## src/rtl/inet_chksum_seq_pkg.sv

```systemverilog
// inet_chksum_pkg: shared state type, checksum width and last-beat byte mask
package inet_chksum_pkg;
  localparam int CSUM_W = 16;
  typedef enum logic [1:0] {IDLE, ACCUM, DONE} state_t;
  function automatic logic [31:0] byte_mask(input logic [1:0] in_bytes);
    return in_bytes == 2'd1 ? 32'hFF00_0000 :
           in_bytes == 2'd2 ? 32'hFFFF_0000 :
           in_bytes == 2'd3 ? 32'hFFFF_FF00 : 32'hFFFF_FFFF;
  endfunction
endpackage

```

## src/rtl/inet_chksum_seq_if.sv

```systemverilog
// inet_chksum_seq_if: word stream in, checksum result out, both valid/ready
interface inet_chksum_seq_if #(parameter int CNT_W = 16);
  import inet_chksum_pkg::*;
  logic in_valid;
  logic in_ready;
  logic [31:0] in_data;
  logic in_last;
  logic [1:0] in_bytes;
  logic out_valid;
  logic out_ready;
  logic [CSUM_W-1:0] out_checksum;
  logic [CNT_W-1:0] out_words;
  modport master(output in_valid, in_data, in_last, in_bytes, out_ready,
                 input in_ready, out_valid, out_checksum, out_words);
  modport slave(input in_valid, in_data, in_last, in_bytes, out_ready,
                output in_ready, out_valid, out_checksum, out_words);
endinterface

```

## src/rtl/inet_csum_add.sv

```systemverilog
// inet_csum_add: one's-complement add of a 32-bit word into a 16-bit sum with end-around carry
module inet_csum_add
  import inet_chksum_pkg::*;
(
  input  logic [CSUM_W-1:0] acc,
  input  logic [31:0]       word,
  output logic [CSUM_W-1:0] sum
);
  logic [17:0] raw;
  logic [16:0] once;
  assign raw  = {2'b0, acc} + {2'b0, word[31:16]} + {2'b0, word[15:0]};
  assign once = {1'b0, raw[15:0]} + {15'b0, raw[17:16]};
  assign sum  = once[15:0] + {15'b0, once[16]};
endmodule

```

## src/rtl/inet_chksum_seq.sv

```systemverilog
// inet_chksum_seq: accumulates a packet's Internet checksum beat by beat and holds the result
module inet_chksum_seq
  import inet_chksum_pkg::*;
#(
  parameter int CNT_W = 16
) (
  input logic clk,
  input logic rst_n,
  inet_chksum_seq_if.slave bus
);
  state_t state, state_next;
  logic [CSUM_W-1:0] acc, sum, checksum;
  logic [CNT_W-1:0] count, count_inc, words;
  logic [31:0] word;
  logic accept;
  assign accept       = bus.in_valid && bus.in_ready;
  assign word         = bus.in_last ? bus.in_data & byte_mask(bus.in_bytes) : bus.in_data;
  assign count_inc    = &count ? count : count + CNT_W'(1);
  assign bus.in_ready = state != DONE;
  assign bus.out_valid    = state == DONE;
  assign bus.out_checksum = checksum;
  assign bus.out_words    = words;
  inet_csum_add u_add (.acc(acc), .word(word), .sum(sum));
  // state register
  always_ff @(posedge clk or negedge rst_n)
    if (!rst_n) state <= IDLE;
    else state <= state_next;
  // next state: a last beat closes the packet, the consumer's take reopens the input
  always_comb begin
    state_next = state;
    if (state == DONE) state_next = bus.out_ready ? IDLE : DONE;
    else if (accept) state_next = bus.in_last ? DONE : ACCUM;
  end
  // running sum and beat count; the final beat latches the result and clears them
  always_ff @(posedge clk or negedge rst_n)
    if (!rst_n) begin
      acc      <= '0;
      count    <= '0;
      checksum <= '0;
      words    <= '0;
    end else if (accept) begin
      acc   <= bus.in_last ? '0 : sum;
      count <= bus.in_last ? '0 : count_inc;
      if (bus.in_last) begin
        checksum <= ~sum;
        words    <= count_inc;
      end
    end
endmodule

```

## src/flat_wrapper.sv

```systemverilog
// flat-port wrapper written by rule: the top's interface ports become plain ports
module inet_chksum_seq_flat import inet_chksum_pkg::*;
#(
  parameter int CNT_W = 16
)
  (clk, rst_n, bus_in_valid, bus_in_data, bus_in_last, bus_in_bytes, bus_out_ready, bus_in_ready, bus_out_valid, bus_out_checksum, bus_out_words);
  inet_chksum_seq_if #(.CNT_W(CNT_W)) bus_i ();
  input logic clk;
  input logic rst_n;
  input wire logic [$bits(bus_i.in_valid)-1:0] bus_in_valid;
  input wire logic [$bits(bus_i.in_data)-1:0] bus_in_data;
  input wire logic [$bits(bus_i.in_last)-1:0] bus_in_last;
  input wire logic [$bits(bus_i.in_bytes)-1:0] bus_in_bytes;
  input wire logic [$bits(bus_i.out_ready)-1:0] bus_out_ready;
  output wire logic [$bits(bus_i.in_ready)-1:0] bus_in_ready;
  output wire logic [$bits(bus_i.out_valid)-1:0] bus_out_valid;
  output wire logic [$bits(bus_i.out_checksum)-1:0] bus_out_checksum;
  output wire logic [$bits(bus_i.out_words)-1:0] bus_out_words;
  assign bus_i.in_valid = bus_in_valid;
  assign bus_i.in_data = bus_in_data;
  assign bus_i.in_last = bus_in_last;
  assign bus_i.in_bytes = bus_in_bytes;
  assign bus_i.out_ready = bus_out_ready;
  assign bus_in_ready = bus_i.in_ready;
  assign bus_out_valid = bus_i.out_valid;
  assign bus_out_checksum = bus_i.out_checksum;
  assign bus_out_words = bus_i.out_words;
  inet_chksum_seq #(.CNT_W(CNT_W)) u_core (.clk(clk), .rst_n(rst_n), .bus(bus_i));
endmodule
```

## config.mk

```make
export PLATFORM = sky130hd
export DESIGN_NAME = inet_chksum_seq_flat
export DESIGN_NICKNAME = d
export VERILOG_FILES = /design/src/rtl/inet_chksum_seq_pkg.sv /design/src/rtl/inet_chksum_seq_if.sv /design/src/rtl/inet_csum_add.sv /design/src/rtl/inet_chksum_seq.sv /design/src/flat_wrapper.sv
export SDC_FILE = /design/constraint.sdc
export NUM_CORES = 1
export LEC_CHECK = 0
export CAP_MARGIN = 20
export CORE_AREA = 3 3 147 113
export CTS_CLUSTER_DIAMETER = 60
export DETAILED_ROUTE_END_ITERATION = 12
export DIE_AREA = 0 0 150 116
export PLACE_DENSITY_LB_ADDON = 0.3
export SLEW_MARGIN = 20
export SYNTH_ARGS = -nofsm -noshare
export SYNTH_HDL_FRONTEND = slang
export SYNTH_HIERARCHICAL = 1
export SYNTH_SLANG_ARGS = --single-unit
```

## constraint.sdc

```tcl
create_clock -name clk -period 6.56 [get_ports clk]
set_input_delay 1.312 -clock clk [delete_from_list [all_inputs] [get_ports clk]]
set_output_delay 1.312 -clock clk [all_outputs]
set_load 0.01 [all_outputs]
```

==> flow_summary.ini <==
[synthesis]
yosysSeqAreaShare_pct = 31.2
netlist_area_mm2 = 0.00530
ys_ff_latch = 66
syn_area_per_cell_um2 = 8.96
synth_flop_cell = dfrtp_1
syn_nets = 670
yosysWarnings = 6
synthCells = 591
synth_edf_count = 0
postSynth.asyncResetShare_pct = 100
synth_cell_type_count = 85

[clocking]
cts-root-buf = clkbuf_16
clock-sinks = 66
clock_latency_ns = 0.34
cts-buffers-inserted = 9
htreeDepth = 3
clock_path_buffers = 2
cts.clk_slew.worst_paths_ns = 0.06
cts_tree = built

[floorplanning]
die_h_um = 116
die_w_um = 150
core_mm2 = 0.0152
initial_core_util_pct = 34.8
dieArea_mm2 = 0.0174
io_pins = 73
rows = 39

[placement]
port_buffers = 72
gp_congestion = 0.892
postPlaceCellArea_mm2 = 0.00691
dp_hpwl_um = 11900

[detailed_routing]
firstDrtPassIters = 5
routed_wirelength_um = 16800
viasPerCell = 5.23
drt_iter0_markers = 290
drc = 0
post_drt_wl_per_cell_um = 17.0
ant_nets = 0
num_vias = 5186

[power_and_ir_drop]
leakagePower_uw = 0.00344
vdd_drop_max_uv = 276
internal_power_uw = 2430
total_power_uw = 4380
combPwrFrac_pct = 75.0
clkPwrFrac_pct = 10.3
p_sw_uw = 1950
p_per_area_mw_per_mm2 = 547
seqPwrFrac_pct = 14.7
p_sw_share_pct = 44.6

[timing]
skew_ns = 0.00584
post-route-period-util_pct = 106
holdWs_ns = 0.480
worst_slew_pin_slew_ns = 0.901
fmax_mhz = 144
setup_violations = 22
final_hold_viol_count = 0
drv_slew = 0
setup_ws_ns = -0.378
min_period_ns = 6.94
relSlewSlack_pct = 39.9
rsz0062_at_grt = true

[global_routing]
grt.total_usage_pct = 19.3
antenna_found_initial = 0
grt_first_pass_wirelength_um = 26500
grt_max_degree = 67
grt_pass1_vias = 5121
overflow = 0

[worst_hold_path]
hold_depth = 2
hp-start = u_core/bus.out_checksum[5]
holdPathEnd = u_core/bus.out_checksum[5]
hold_path_class = reg -> reg

[setup_path]
cp.buffers_inverters = 16
cp_slowest_cell = fa_2
r2r_slack_ns = 0.74
cp-start-kind = primary input
r2r_cells = 33
cpPeakStageDelay_ns = 0.48
required_ns = 6.82
crit_family = simple AND/OR/NAND/NOR gates
crit_top_cell = buf_4
r2r-start = u_core/acc[2]
endpoint_kind = flop
reg2reg_to = u_core/acc[14]
arrival_ns = 7.20
crit_fanout = 8
worst-setup-path-type = in -> reg

[run]
drv_cap = 0

[status]
status = finished, violations left
failed_checks = negative setup slack

[layout]
fin_nets = 861
layout_commonest_cell = buf_4
final_cell_mix = buf_4 (131), nand2_1 (81), clkdlybuf4s50_1 (68)
diodes = 0
area_growth_syn_to_layout_pct = 51.2
finalCoreUtilization_pct = 52.6
drive_gt1_share_pct = 34.6
fin_area_mm2 = 0.00801
[registers in the layout, indices dropped and copies added (netlist names)]
register,flops
u_core/acc,16
u_core/bus.out_checksum,16
u_core/bus.out_words,16
u_core/count,16
u_core/state,2
[cells by family after synthesis]
| logic type | synth area share, % |
|---|---|
| simple gates | 25.9 |
| xor+xnor | 5.77 |
| compound gates | 20.6 |
| fa+ha+maj | 12.0 |
| flops | 31.2 |
| mux | 0.756 |
| buf+inv | 3.83 |
[per-layer routing]
metal,GRT usage (%),part of all wire (%)
met3,4.03,5.2
met1,27.5,48
met2,31.0,46
met4,3.17,0.65
met5,0,0
[power by group through the flow]
| stage | Sequential, µW | Clock [µW] | Combinational, µW |
|---|---|---|---|
| after floorplan | 647 | 0 | 1470 |
| after global placement | 642 | 0 | 2540 |
| after detailed placement | 649 | 0 | 2590 |
| after CTS | 644 | 465 | 2900 |
| after global routing | 663 | 478 | 3540 |
| final | 642 | 453 | 3280 |
[per-stage QoR]
| step | setup TNS, ns | worst slack, ns | instances |
|---|---|---|---|
| after CTS | -3.97 | -0.348 | 972 |
| final | -4.75 | -0.378 | 992 |
| after global routing | -9.48 | -0.598 | 992 |
| after detailed placement | -33.43 | -1.39 | 925 |
| after global placement | -29.06 | -1.24 | 925 |
| after floorplan | -6.05 | -0.626 | 591 |
[cell type report]
type | instances | area [µm²]
fillers | 1352 | 7220
multi-input cells | 477 | 3950
repair buffers | 211 | 1790
flip-flops and latches | 66 | 1650
well taps | 205 | 256
clock buffers | 11 | 243
inverters | 17 | 78.8
clock inverters | 5 | 30.0
[worst register-to-register path: cells and delay by family, from the launching register on]
| kind | cells | cell delay, ns |
|---|---|---|
| AOI/OAI and AO/OA | 4 | 0.89 |
| adders and majority gates | 4 | 1.10 |
| DFF | 1 | 0.41 |
| and+or+nand+nor | 10 | 1.52 |
| buffers and inverters | 14 | 1.68 |
| xor gates and xnor gates | 1 | 0.16 |
[cells in the mapped netlist (6+ instances only)]
cell type,n,area (µm²)
buf_2,12,60.1
and3_1,7,43.8
xnor2_1,22,193
and2_1,26,163
nor2_1,32,120
xor2_1,11,96.3
clkbuf_1,17,63.8
nand3_1,18,90.1
a21oi_1,23,115
o21ai_1,11,55.1
o21ai_0,44,220
inv_1,16,60.1
ha_1,22,275
a21o_1,10,75.1
nor3_1,7,35.0
a31oi_1,11,68.8
dfrtp_1,66,1650
fa_1,18,360
nand2_1,85,319
and4_1,6,52.6
[worst max path at each step]
stage                               start             end  slack [ns]  depth (start not counted)
final                     bus_in_bytes[1]  u_core/acc[14]       -0.38                         38
after global routing       bus_in_data[1]  u_core/acc[14]       -0.60                         32
after CTS                 bus_in_bytes[1]  u_core/acc[14]       -0.35                         33
after detailed placement  bus_in_bytes[1]  u_core/acc[14]       -1.39                         33
after global placement    bus_in_bytes[1]  u_core/acc[14]       -1.24                         33
after floorplan           bus_in_bytes[1]  u_core/acc[14]       -0.63                         34
[repair_timing]
item / in CTS / in global routing
pin swaps: 43 / 49
hold buffers: 0 / 0
setup endpoints to repair: 31 / 28
setup buffers: 31 / 20
resized for setup: 63 / 51
hold endpoints to repair: 0 / 0
Note: power is estimated with default switching activity, not from simulation.
